==> config.mk <==
export PLATFORM = sky130hd
export DESIGN_NAME = skid_pipe_reg
export DESIGN_NICKNAME = d
export VERILOG_FILES = /design/src/rtl/skid_pipe_reg.sv
export SDC_FILE = /design/constraint.sdc
export NUM_CORES = 1
export LEC_CHECK = 0
export CORE_AREA = 2 2 130 132
export DETAILED_ROUTE_END_ITERATION = 7
export DIE_AREA = 0 0 132 134
export DONT_BUFFER_PORTS = 1
export PLACE_DENSITY_LB_ADDON = 0.15
export SETUP_SLACK_MARGIN = 0.5
export SKIP_CTS_REPAIR_TIMING = 1
export SLEW_MARGIN = 20
export SYNTH_ARGS = -nofsm -noshare
export SYNTH_HDL_FRONTEND = slang
export SYNTH_SLANG_ARGS = --single-unit
==> constraint.sdc <==
create_clock -name clk -period 1.6 [get_ports clk]
set_input_delay 0.24 -clock clk [delete_from_list [all_inputs] [get_ports clk]]
set_output_delay 0.24 -clock clk [all_outputs]
set_load 0.02 [all_outputs]
==> src/rtl/skid_pipe_reg.sv <==
// skid_pipe_reg: two-entry elastic pipeline register (skid buffer) with a
// valid/ready handshake on both sides, registered ready_o and synchronous flush.
// Optional build macro SKID_PERF_CNT_EN adds a saturating stall counter on
// stall_cnt_o.
module skid_pipe_reg #(
   parameter int unsigned Size = 64
) (
   input  logic            clk,
   input  logic            rst_n,
   input  logic            flush,
   input  logic [Size-1:0] data_i,
   input  logic            valid_i,
   output logic            ready_o,
   output logic [Size-1:0] data_o,
   output logic            valid_o,
`ifdef SKID_PERF_CNT_EN
   output logic [31:0]     stall_cnt_o,
`endif
   input  logic            ready_i
);

   typedef enum logic [1:0] {
      ST_EMPTY = 2'd0,
      ST_BUSY  = 2'd1,
      ST_FULL  = 2'd2
   } state_t;

   state_t          state_q;
   state_t          state_d;
   logic [Size-1:0] main_q;
   logic [Size-1:0] main_d;
   logic [Size-1:0] skid_q;
   logic [Size-1:0] skid_d;
   logic            valid_q;
   logic            ready_q;
   logic            accept;

   // ready_q is only ever written from the next-state, so ready_i never
   // reaches ready_o combinationally.
   assign accept  = valid_i && ready_q;
   assign ready_o = ready_q;
   assign valid_o = valid_q;
   assign data_o  = main_q;

   // Next-state and data-path select by occupancy; flush overrides the state.
   always_comb begin
      state_d = state_q;
      main_d  = main_q;
      skid_d  = skid_q;
      case (state_q)
         ST_EMPTY: begin
            if (accept) begin
               main_d  = data_i;
               state_d = ST_BUSY;
            end
         end
         ST_BUSY: begin
            if (accept && ready_i) begin
               main_d = data_i;
            end else if (accept && !ready_i) begin
               skid_d  = data_i;
               state_d = ST_FULL;
            end else if (!accept && ready_i) begin
               state_d = ST_EMPTY;
            end
         end
         ST_FULL: begin
            if (ready_i) begin
               main_d  = skid_q;
               state_d = ST_BUSY;
            end
         end
         default: begin
            state_d = ST_EMPTY;
         end
      endcase
      if (flush) begin
         state_d = ST_EMPTY;
      end
   end

   // State, data registers and registered handshake flags.
   always_ff @(posedge clk or negedge rst_n) begin
      if (!rst_n) begin
         state_q <= ST_EMPTY;
         main_q  <= '0;
         skid_q  <= '0;
         valid_q <= 1'b0;
         ready_q <= 1'b1;
      end else begin
         state_q <= state_d;
         main_q  <= main_d;
         skid_q  <= skid_d;
         valid_q <= (state_d != ST_EMPTY);
         ready_q <= (state_d != ST_FULL);
      end
   end

`ifdef SKID_PERF_CNT_EN
   logic [31:0] stall_cnt_q;

   assign stall_cnt_o = stall_cnt_q;

   // Count edges where the output is held by downstream; saturate, survive flush.
   always_ff @(posedge clk or negedge rst_n) begin
      if (!rst_n) begin
         stall_cnt_q <= '0;
      end else if (valid_q && !ready_i && (stall_cnt_q != '1)) begin
         stall_cnt_q <= stall_cnt_q + 32'd1;
      end
   end
`endif

endmodule

==> results.cfg <==
[logic_synthesis]
seq_cells_post_synth = 132
synth_fp_nets = 505
synthDistinctLibCells = 20
avgSynthCellArea_um2 = 12.8
synth_top_area_share_pct = 58.8
synthDominantAreaCellType = dfrtp_1
synthesized_instance_count = 436
ys_seq_area_share_pct = 59.3
synth.yosys.warnings = 0
mappedNetlistArea_mm2 = 0.00557
leading_cell_types_by_total_area_after_synthesis = dfrtp_1, mux2_2, mux2i_1

[min_path]
timing.hold.worst.class = in2async

[cells_and_area]
num-fill-cells = 1507
antenna_cells = 0
share_of_post_route_cells_with_drive_strength_above_1_pct = 40.7
final_core_util_pct = 47.2
sequential_cell_area_mm2 = 0.00338
final_area_mm2 = 0.00769
syn2layout_area_growth_pct = 38.0
area_of_combinational_cells_with_multiple_inputs_mm2 = 0.00229
nets = 591
mostFrequentLayoutCell = dfrtp_1
mostFrequentLayoutCells = dfrtp_1, dlygate4sd3_1, mux2i_1, dfrtp_2, nor2_1

[timing]
final_period_utilization_pct = 101
transition_time_at_the_pin_with_the_least_slew_margin_ps = 312
grt_setup_unrepaired = true
worst_slew_margin_rel_pct = 79.2
finalHoldViolCount = 133
clock_skew_ps = 6.22
timing.fmax_mhz = 620
worst_hold_slack_ps = -473
timing.final.crit_period_ps = 1610
post_route_setup_slack_ps = -13.8
timing_max_transition_violations_final = 0
finalSetupViolations = 18

[detailed_routing]
vias = 3751
detail_route.wl_per_cell_um = 20.4
detail_route.vias_per_cell = 4.98
drc = 0
dr.first_iter.drc_count = 149
ant_nets = 0
detail_route.wirelength_um = 15300
detailedRoute.firstPassIterationCount = 5

[floorplan]
initial_core_util_pct = 34.2
dieArea_mm2 = 0.0177
fp-row-count = 47
placeableCoreArea_mm2 = 0.0163
boundaryPins = 135
die_width_um = 132
die_height_um = 134

[clocking]
clk_latency_ps = 410
clock-root-buffer = clkbuf_16
clock_sink_count = 132
cts.clk_slew.worst_paths_ps = 50
max-clock-path-buffers = 2
cts_tree = built
clock_tree.htree_level_count = 4
number_of_clock_buffers_inserted_by_tritoncts = 17

[placed_design]
number_of_buffer_cells_added_on_primary_ports = 0
place.detailed.hpwl_um = 7310
finalWeightedCongestion = 0.721
placedInstanceArea_mm2 = 0.00587

[global_route]
grt_pass1_wl_um = 18500
grt_start_max_net_pins = 133
grt_usage_pct = 13.6
first_global_vias = 3440
antenna_violations_before_repair = 0
grt_overflow = 0

[power]
power-per-cell-area_mw_per_mm2 = 1340
p_leak_nw = 3.50
ir_worst_vdd_v = 0.000709
post-layout-total-power_mw = 10.3

[critical_path]
setup.worst_path.end_class = flop
crit_type = reg2reg
critPathMaxFanout = 9
worst-endpoint-required_ps = 1880
arrival_ps = 1900
critPathLaunchType = flop

[run_status]
status = complete, but fails checks
failed_checks = hold timing, setup timing

[flow_run]
timing.max_cap.violations = 0
[flip-flops by register name (all words and copies together) (netlist names)]
register and count:
data_o 64, skid_q 64, ready_o 1, valid_o 1, state_q 2
[cell type report]
| type | instances | share of cell area [%] |
|---|---|---|
| clock inverter | 6 | 1.04 |
| tap | 220 | 3.58 |
| timing repair buffer | 95 | 15.6 |
| sequential | 132 | 43.9 |
| clock buffer | 24 | 6.00 |
| multi-input combinational | 276 | 29.8 |
[kinds of logic after synthesis]
logic type	share of synthesized area, %
muxes	24.4
AOI/OAI and AO/OA	6.85
DFF	59.3
and+or+nand+nor	5.75
buffers and inverters	3.68
[worst paths after layout]
kind / startpoint / endpoint / slack, ps / cells past startpoint
setup / recovery: ready_o$_DFF_PN1_ / skid_q[6]$_DFFE_PN0P_ / -10 / 5
hold / removal: rst_n / skid_q[23]$_DFFE_PN0P_ / -470 / 0
setup reg to reg: ready_o$_DFF_PN1_ / skid_q[6]$_DFFE_PN0P_ / -10 / 5
hold reg to reg: skid_q[11]$_DFFE_PN0P_ / skid_q[11]$_DFFE_PN0P_ / 500 / 1
max in group asynchronous: rst_n / data_o[39]$_DFFE_PN0P_ / 1750 / 0
min in group clk: data_i[57] / skid_q[57]$_DFFE_PN0P_ / -10 / 1
[report_power, final]
| group | switching (mW) | leakage, nW | internal, mW |
|---|---|---|---|
| combinational | 0.630 | 1.75 | 0.995 |
| sequential | 0.850 | 1.48 | 4.18 |
| clock | 1.33 | 0.268 | 2.31 |
[cell usage after synthesis (all sizes together)]
master  instances
mux2i          64
dfstp           1
nor2           67
nand2           4
a211o           1
mux2           64
a211oi          1
dfrtp         131
a21o            1
a21oi          67
o21bai          1
buf            28
nand3b          2
nand2b          3
o221ai          1
[worst max-delay path, cell delays in order (launching register included)]
cell       delay, ps
dfstp_2          570
nand3b_4         120
nor2_4           140
buf_8            160
clkbuf_16        170
mux2_2           330
[routing by layer]
metal | up-vias | share of wire (%) | wire, um | global-route usage [%]
met1 | 1943 | 43 | 6590 | 15.3
met4 | 0 | 1.6 | 241 | 5.62
li1 | 1696 | - | - | -
met2 | 95 | 51 | 7770 | 22.6
met5 | - | 0 | 0 | 0
met3 | 17 | 4.8 | 741 | 5.86
[metrics by stage]
| step | cells | setup WS, ps | TNS [ps] |
|---|---|---|---|
| after floorplan | 436 | 5.58 | 0 |
| after CTS | 669 | -26.7 | -657 |
| final | 753 | -13.8 | -95.9 |
| after detailed placement | 639 | -21.5 | -357 |
| after global placement | 639 | 10.3 | 0 |
| after global routing | 753 | -97.4 | -5300 |
(Power assumes the default switching activity.)
